`config.mk`:
```
export PLATFORM = sky130hd
export DESIGN_NAME = decode_stage
export DESIGN_NICKNAME = d
export VERILOG_FILES = /design/src/rtl/decode_stage.sv
export SDC_FILE = /design/constraint.sdc
export NUM_CORES = 2
export LEC_CHECK = 0
export BUFFER_PORTS_ARGS = -buffer_cell sky130_fd_sc_hd__buf_4
export CAP_MARGIN = 5
export CORE_AREA = 5 5 312 314
export CTS_BUF_LIST = sky130_fd_sc_hd__clkbuf_16
export CTS_CLUSTER_SIZE = 30
export DETAILED_ROUTE_END_ITERATION = 10
export DIE_AREA = 0 0 317 319
export PLACE_DENSITY = 0.9
export SYNTH_ARGS = -nofsm -noshare
export SYNTH_HDL_FRONTEND = slang
export SYNTH_SLANG_ARGS = --single-unit
```
`constraint.sdc`:
```
create_clock -name clk_i -period 52.6 [get_ports clk_i]
set_input_delay 2.63 -clock clk_i [delete_from_list [all_inputs] [get_ports clk_i]]
set_output_delay 2.63 -clock clk_i [all_outputs]
set_load 0.05 [all_outputs]
```
`src/rtl/decode_stage.sv`:
```
// Pipelined register-read decode: private register file, busy scoreboard for
// RAW/WAW stalls, optional write-back bypass, and a registered valid/ready output.
module decode_stage #(
  parameter int XLEN      = 32,
  parameter int REG_NUM   = 32,
  parameter int BYPASS_EN = 1,
  localparam int AW       = $clog2(REG_NUM)
) (
  input  logic            clk_i,
  input  logic            rst_i,
  input  logic            in_valid_i,
  output logic            in_ready_o,
  input  logic [2:0]      instr_type_i,
  input  logic [AW-1:0]   rs1_i,
  input  logic [AW-1:0]   rs2_i,
  input  logic [AW-1:0]   rd_i,
  input  logic [XLEN-1:0] imm_i,
  input  logic [XLEN-1:0] pc_i,
  input  logic            wb_en_i,
  input  logic [AW-1:0]   wb_rd_i,
  input  logic [XLEN-1:0] wb_data_i,
  output logic            out_valid_o,
  input  logic            out_ready_i,
  output logic [2:0]      instr_type_o,
  output logic [AW-1:0]   rd_o,
  output logic [XLEN-1:0] val1_o,
  output logic [XLEN-1:0] val2_o,
  output logic [XLEN-1:0] imm_o,
  output logic [XLEN-1:0] pc_o
);
  localparam logic [2:0] TYPER = 3'd0, TYPEI = 3'd1, TYPES = 3'd2,
                         TYPEB = 3'd3, TYPEU = 3'd4, TYPEJ = 3'd5;
  localparam logic BP = (BYPASS_EN != 0);

  logic [XLEN-1:0]    rf [REG_NUM];
  logic [REG_NUM-1:0] busy;

  logic            use_rs1, use_rs2, writes_rd;
  logic            hit1, hit2, clr_rd, hazard, accept, wb_wr;
  logic [XLEN-1:0] val1, val2;

  always_comb begin
    use_rs1   = (instr_type_i == TYPER) || (instr_type_i == TYPEI) ||
                (instr_type_i == TYPES) || (instr_type_i == TYPEB);
    use_rs2   = (instr_type_i == TYPER) || (instr_type_i == TYPES) ||
                (instr_type_i == TYPEB);
    writes_rd = ((instr_type_i == TYPER) || (instr_type_i == TYPEI) ||
                 (instr_type_i == TYPEU) || (instr_type_i == TYPEJ)) && (rd_i != '0);
    wb_wr     = wb_en_i && (wb_rd_i != '0);
    hit1      = BP && wb_en_i && (wb_rd_i == rs1_i) && (rs1_i != '0);
    hit2      = BP && wb_en_i && (wb_rd_i == rs2_i) && (rs2_i != '0);
    clr_rd    = wb_en_i && (wb_rd_i == rd_i);
    hazard    = (use_rs1 && busy[rs1_i] && !hit1) ||
                (use_rs2 && busy[rs2_i] && !hit2) ||
                (writes_rd && busy[rd_i] && !(BP && clr_rd));
    in_ready_o = (!out_valid_o || out_ready_i) && !hazard;
    accept     = in_valid_i && in_ready_o;
    // rf[0] is never written, so it reads 0 without a special case.
    val1 = '0;
    val2 = '0;
    if (use_rs1) val1 = hit1 ? wb_data_i : rf[rs1_i];
    if (use_rs2) val2 = hit2 ? wb_data_i : rf[rs2_i];
  end

  always_ff @(posedge clk_i or posedge rst_i) begin
    if (rst_i) begin
      for (int i = 0; i < REG_NUM; i++) rf[i] <= '0;
      busy <= '0;
    end else begin
      if (wb_wr) begin
        rf[wb_rd_i]   <= wb_data_i;
        busy[wb_rd_i] <= 1'b0;
      end
      // Issue after write-back so a same-index set wins over the clear.
      if (accept && writes_rd) busy[rd_i] <= 1'b1;
    end
  end

  always_ff @(posedge clk_i or posedge rst_i) begin
    if (rst_i) begin
      out_valid_o  <= 1'b0;
      instr_type_o <= '0;
      rd_o         <= '0;
      val1_o       <= '0;
      val2_o       <= '0;
      imm_o        <= '0;
      pc_o         <= '0;
    end else if (accept) begin
      out_valid_o  <= 1'b1;
      instr_type_o <= instr_type_i;
      rd_o         <= rd_i;
      val1_o       <= val1;
      val2_o       <= val2;
      imm_o        <= imm_i;
      pc_o         <= pc_i;
    end else if (out_valid_o && out_ready_i) begin
      out_valid_o <= 1'b0;
    end
  end
endmodule
```
### After elaboration in Yosys (flattened, before gate mapping)

Index checks and enable logic that the tools add are counted.

| word-level totals | value |
|---|---|
| bits in registers | 1,193 |
| bits of input ports | 124 |
| output and inout bits | 138 |
| logic and storage cells | 132 |

| cells by class | value |
|---|---|
| order comparisons | 10 |
| equal/unequal tests | 8 |
| mux-type cells | 27 |
| bitwise operators | 6 |
| reductions and logical operators | 41 |

Operators with widths:

| cell | number |
|---|---|
| 1024-bit bitwise mux | 1 |
| 32-bit 2-to-1 mux | 11 |
| 32-bit binary-select mux with 5-bit select | 2 |
| 32-bit demux with 5-bit select | 1 |
| 32-bit AND | 1 |
| 32-bit inverter | 1 |
| 32-bit OR | 1 |
| 5-bit by 6-bit less-than comparator with 1-bit output, second input constant | 4 |
| 1-bit logical AND | 20 |
| 5-bit nonzero test | 4 |
| 6-bit >= comparator, second input constant | 3 |
| 5-bit inverter with 6-bit output | 3 |
| 1-bit binary-select mux with 5-bit select | 3 |
| 5-bit == test | 3 |
| 1-bit demux with 5-bit select | 2 |
| 5-bit by 1-bit >= comparator with 1-bit output, second input constant | 2 |
| 1-bit logical OR | 10 |
| 1-bit 2-to-1 mux | 7 |
| 3-bit by 2-bit == test with 1-bit output, second input constant | 2 |
| 3-bit == test, second input constant | 2 |
| 6-bit by 1-bit less-than comparator with 1-bit output, second input constant | 1 |
| 1-bit zero test | 5 |
| 3-bit by 1-bit == test with 1-bit output, second input constant | 1 |
| 3-bit zero test | 1 |
| 2-bit nonzero test | 1 |

### Logic depth before layout (Yosys ltp)

| depth | value |
|---|---|
| word-level depth | 13 |
| gate-level depth with buffers | 11 |

### Least setup slack after synthesis

OpenSTA, ideal clock, no wires.

| timing path | value |
|---|---|
| kind | input-to-output |
| from | input rd_i[0] |
| to | output in_ready_o |
| data arrival time | 4,307 ps |
| required time | 49,970 ps |
| setup slack | 45,663 ps |
| stages | 6 |
| cell sequence | clkbuf_1 mux4_2 nand2b_1 and4_1 nand3_1 and4_1 |

| between the ends | value |
|---|---|
| longest elaborated chain between the ends | 7 |
| elaborated cells between the ends (all ways) | 12 |
| classes of those cells | eq/ne: 1; mux: 2; reduce/logical: 9 |

RTL lines:

| element | RTL line | text |
|---|---|---|
| start: declaration | 16 | `input logic [AW-1:0] rd_i,` |
| 1-bit binary-select mux with 5-bit select (tied with other cells) | 55 | `(writes_rd && busy[rd_i] && !(BP && clr_rd));` |
| 1-bit 2-to-1 mux (not written as such) (tied with other cells) | 55 |  |
| 1-bit logical AND / 1-bit zero test (equally long branches) | 55 |  |
| 1-bit logical AND * | 55 |  |
| 1-bit logical OR * | 54 | `(use_rs2 && busy[rs2_i] && !hit2) \|\|` |
| 1-bit zero test * | 56 | `in_ready_o = (!out_valid_o \|\| out_ready_i) && !hazard;` |
| 1-bit logical AND * | 56 |  |
| end: declaration | 12 | `output logic in_ready_o,` |

Every way passes the cells marked *; elsewhere a longest branch is shown, timed or not. The select of a mux whose other input is x is not followed.

### Final worst setup path

| timing path | value |
|---|---|
| from | input rs2_i[1] |
| to | output in_ready_o |

| between the ends | value |
|---|---|
| longest elaborated chain between the ends | 9 |
| elaborated cells between the ends (all ways) | 13 |
| classes of those cells | eq/ne: 1; mux: 2; reduce/logical: 10 |

RTL lines:

| element | RTL line | text |
|---|---|---|
| start: declaration | 15 | `input logic [AW-1:0] rs2_i,` |
| branches (longest 4 deep; another with 1-bit binary-select mux with 5-bit select) | - |  |
| 1-bit logical AND * | 54 |  |
| 1-bit logical OR * | 53 | `hazard = (use_rs1 && busy[rs1_i] && !hit1) \|\|` |
| 1-bit logical OR * | 54 |  |
| 1-bit zero test * | 56 |  |
| 1-bit logical AND * | 56 |  |

Mark *: on every way between the ends. The select of a mux whose other input is x is not followed.

==> results by stage <==
Outcome:
- The run finished with clean final reports.

Clock tree:
- The post-CTS setup repair buffer count is 0.
- The number of gates resized after CTS was 0.
- The root cell of the clock tree is sky130_fd_sc_hd__clkbuf_16.
- TritonCTS built the clock tree.
- The post-cts hold buffer count is 0.
- Counting the buffers created by CTS gives 114.
- The CTS sink count is 1193.
- The deepest level of the CTS H-tree is 3.
- For the worst-skew pair, the clock arrives at the later sink with an insertion delay of 0.73 ns.
- The clock passes through at most 3 buffers.
- The clock transition at the registers of the reported paths is 0.06 ns.

Setup path:
- The largest stage delay on the critical path is 1.04 ns.
- The setup slack of the worst register-to-register path is 49.15 ns.
- STA classifies the critical path startpoint as a primary input.
- STA puts the critical path data arrival time at 5.65 ns.
- The endpoint kind of the worst setup timing path is an output pin.
- Walking the worst path, the cells encountered are buf_8 -> buf_4 -> mux4_2 -> o2bb2ai_1 -> o221ai_1 -> nand4bb_1 -> and4_1 -> buf_4.
- The master of the slowest instance on the critical path is sky130_fd_sc_hd__buf_4.
- The required time of the critical path is 49.97 ns.
- Of all nets on the critical path, the largest fanout is 77.
- The dominant cell type by count on the critical path is sky130_fd_sc_hd__buf_4.
- The setup path with the least slack is of type primary input to output pin.

Timing:
- The transition time at the pin with the least slew margin is 1.247 ns.
- The hold violation count in the final report is 0.
- The worst hold slack is 0.3970 ns.
- Setup violations remaining at the end of the flow were counted as 0.
- The minimum clock period is 8.280 ns.
- The share of the cycle needed by the critical path after routing is 15.74%.
- Based on the critical path, the design can be clocked at up to 120.8 MHz.
- Setup repair after global routing left no endpoint under its margin.
- The final total negative setup slack is 0 ns.
- The number of slew-limit violations in the final report is 0.
- Setup slack closes at 44.32 ns.
- The relative slew slack is 16.89%.
- The clock arrives with 0.04073 ns of skew.

Synth:
- Counting every net in the synthesized netlist gives 4143.
- The cell count after synthesis came out at 4019.
- Dividing the synthesized area by the synthesized cell count gives 15.11 sq um.
- The top flip-flop cell by instance count after synthesis is sky130_fd_sc_hd__dfrtp_1.
- For this run, the number of Yosys warnings is 0.
- The synthesized design contains 0 enable-type register cells.
- The proportion of netlist area held by the largest area contributor is 49.17%.
- The count of different cell masters after synthesis is 51.
- The dominant cell type by area after synthesis is sky130_fd_sc_hd__dfrtp_1.
- After synthesis the netlist holds a flip-flop and latch count of 1193.
- In the post-synthesis netlist, the biggest area contributors are sky130_fd_sc_hd__dfrtp_1 (49%), sky130_fd_sc_hd__mux4_2 (20%), sky130_fd_sc_hd__mux2_2 (17%).
- The most used standard cell by instance count after synthesis is sky130_fd_sc_hd__dfrtp_1.
- By count the netlist is led by sky130_fd_sc_hd__dfrtp_1 (1193), sky130_fd_sc_hd__mux2_2 (894), sky130_fd_sc_hd__mux4_2 (526), sky130_fd_sc_hd__clkbuf_1 (300), sky130_fd_sc_hd__o22ai_1 (263).
- The part of the Yosys area used for sequential elements is 49.17%.
- The mapped netlist covers 60710 sq um.
- For this run, asynchronously set or reset flops after synthesis account for 100.0%.

Floorplanning:
- For this configuration, the core starts out at a cell density of 64.38%.
- The top-level port count is 262.
- In this run the vertical extent of the chip is 319 um.
- The area of the core is 94300 sq um.
- The die is 317 um wide.
- The area of the die is 101100 sq um.
- The placement row count is 113.

Drt:
- The number of antenna-violating nets in the routed design is 0.
- The number of DRC violations after detailed routing is 0.
- After detailed routing, the number of vias per cell comes to 7.587.
- In the final routed layout, each cell accounts on average for 34.18 um.
- For this run, the detailed router's first-pass iteration total came to 6.
- The number of DRC markers in iteration 0 is 5648.
- The count of vias placed by the detailed router is 40760.
- After detailed routing, the total wire length is 183.6 mm.

Pwr:
- Power spread over the standard cell area amounts to 40.29 nW/um^2.
- The leakage power summed over all cells is 29.23 nW.
- The overall power consumption is 2.694 mW.
- IR analysis of the VDD net gives a maximum drop of 31.01 uV.

Cells and area:
- In the final layout, the share of cells above drive strength 1 is 47.60%.
- The sequential cells in the finished layout cover a total of 29850 sq um.
- The final layout contains 4132 nets.
- Relative to the synthesized area, the layout overhead comes to 10.13%.
- The multi-input combinational cell area is 29230 sq um.
- Counting the fill cells in the layout gives 5611.
- For this run, the share of the core covered by cells in the final layout is 70.90%.

Global routing:
- Global routing consumed, over all layers together, 36.45% of the routing resources.
- Entering global routing, the biggest net connects 186 pins.
- The via count of the first global-routing pass was 43040.
- The initial antenna violation count is 8.
- The total overflow left after global routing is 0.
- The first global-routing pass estimated 276.0 mm of wire.

Run:
- The tool flagged a number of max-cap violations equal to 0.

Worst hold path:
- The min-delay analysis places its worst path in the category register to register.

Placement:
- Routability-driven placement finished with a final weighted congestion of 0.9210.
- During placement, the flow inserted port buffers numbering 261.
- The setup slack at placement is 44.45 ns.
- Detailed placement finished with a half-perimeter wire length of 97.39 mm.
==> logic make-up after synthesis <==
family	synth area share (%)
AO/OA/AOI/OAI	3.192
XOR/XNOR	0.2164
buffers and inverters	3.093
flip-flops	49.17
multiplexers	41.84
AND/OR/NAND/NOR	2.487
==> flip-flops by register name, summed over array words and instances (netlist names) <==
signal        cells
imm_o            32
rf             1024
rd_o              5
val1_o           32
busy             32
val2_o           32
out_valid_o       1
instr_type_o      3
pc_o             32
==> stage by stage <==
| step | area [sq um] | std cells |
|---|---|---|
| detailed placement | 63240 | 5157 |
| CTS | 66850 | 5366 |
| floorplan | 60710 | 4019 |
| global route | 66860 | 5370 |
| global placement | 63240 | 5157 |
| finish | 66860 | 5372 |
==> area by class of cell <==
class / count / share of cell area, %
flip-flops and latches: 1193 / 44.65
inverters: 13 / 0.08421
multi-input cells: 2360 / 43.72
clock inverters: 93 / 1.057
clock buffers: 116 / 4.341
well taps: 1265 / 2.367
repair buffers: 326 / 3.761
diodes: 6 / 0.02246
==> report_power, final <==
| part | leakage [nW] | internal (mW) | switching, mW |
|---|---|---|---|
| logic | 12.1 | 0.327 | 0.309 |
| clock network | 1.86 | 0.443 | 0.364 |
| registers | 15.3 | 1.10 | 0.153 |
==> per-layer routing <==
layer  vias up  wire (um)  GRT usage, %
li1      15500          -             -
met2      3270      85010         54.83
met3      1027      22820         11.92
met4        11      15240         25.03
met5         -        116        0.4735
met1     20950      60450         45.18
==> placed cells by master (no fill, tap or decap), types with 4 or more instances in the layout <==
cell,n
sky130_fd_sc_hd__dfrtp_1,1193
sky130_fd_sc_hd__mux2_2,894
sky130_fd_sc_hd__mux4_2,526
sky130_fd_sc_hd__buf_4,319
sky130_fd_sc_hd__o22ai_1,263
sky130_fd_sc_hd__mux2_1,236
sky130_fd_sc_hd__clkbuf_16,116
sky130_fd_sc_hd__mux2i_1,83
sky130_fd_sc_hd__nor2_1,74
sky130_fd_sc_hd__nor4_1,66
sky130_fd_sc_hd__nand2_1,53
sky130_fd_sc_hd__inv_1,38
sky130_fd_sc_hd__clkinv_1,23
sky130_fd_sc_hd__clkinv_2,22
sky130_fd_sc_hd__o21ai_1,20
sky130_fd_sc_hd__nand2_4,14
sky130_fd_sc_hd__nor2_4,12
sky130_fd_sc_hd__nand3_1,11
sky130_fd_sc_hd__bufinv_16,9
sky130_fd_sc_hd__nand3b_1,8
sky130_fd_sc_hd__xor2_1,8
sky130_fd_sc_hd__xnor2_1,7
sky130_fd_sc_hd__diode_2,6
sky130_fd_sc_hd__nor3b_1,6
sky130_fd_sc_hd__o21ai_0,6
sky130_fd_sc_hd__clkinvlp_4,6
sky130_fd_sc_hd__nor2b_1,5
sky130_fd_sc_hd__nand4_1,5
sky130_fd_sc_hd__a22oi_1,5
sky130_fd_sc_hd__a21oi_1,4
sky130_fd_sc_hd__nand2_2,4
sky130_fd_sc_hd__buf_8,4
==> worst max-delay path: cells and delay by family <==
kind	cells	cell delay, ns
AND/OR/NAND/NOR	2	0.36
buffers and inverters	3	1.63
AO/OA/AOI/OAI	2	0.36
multiplexers	1	0.63
==> worst paths after layout <==
check	start	to	depth (start not counted)
worst max-delay path	rs2_i[1]	in_ready_o	8
worst min-delay path	rf[1019]$_DFFE_PP0P_	rf[1019]$_DFFE_PP0P_	0
worst max register to register	busy[21]$_DFF_PP0_	val1_o[5]$_DFFE_PP0P_	8
worst min register to register	rf[1019]$_DFFE_PP0P_	rf[1019]$_DFFE_PP0P_	0
max in group asynchronous	rst_i	rf[366]$_DFFE_PP0P_	7
min in group asynchronous	rst_i	imm_o[31]$_DFFE_PP0P_	2
(Power assumes the default switching activity.)
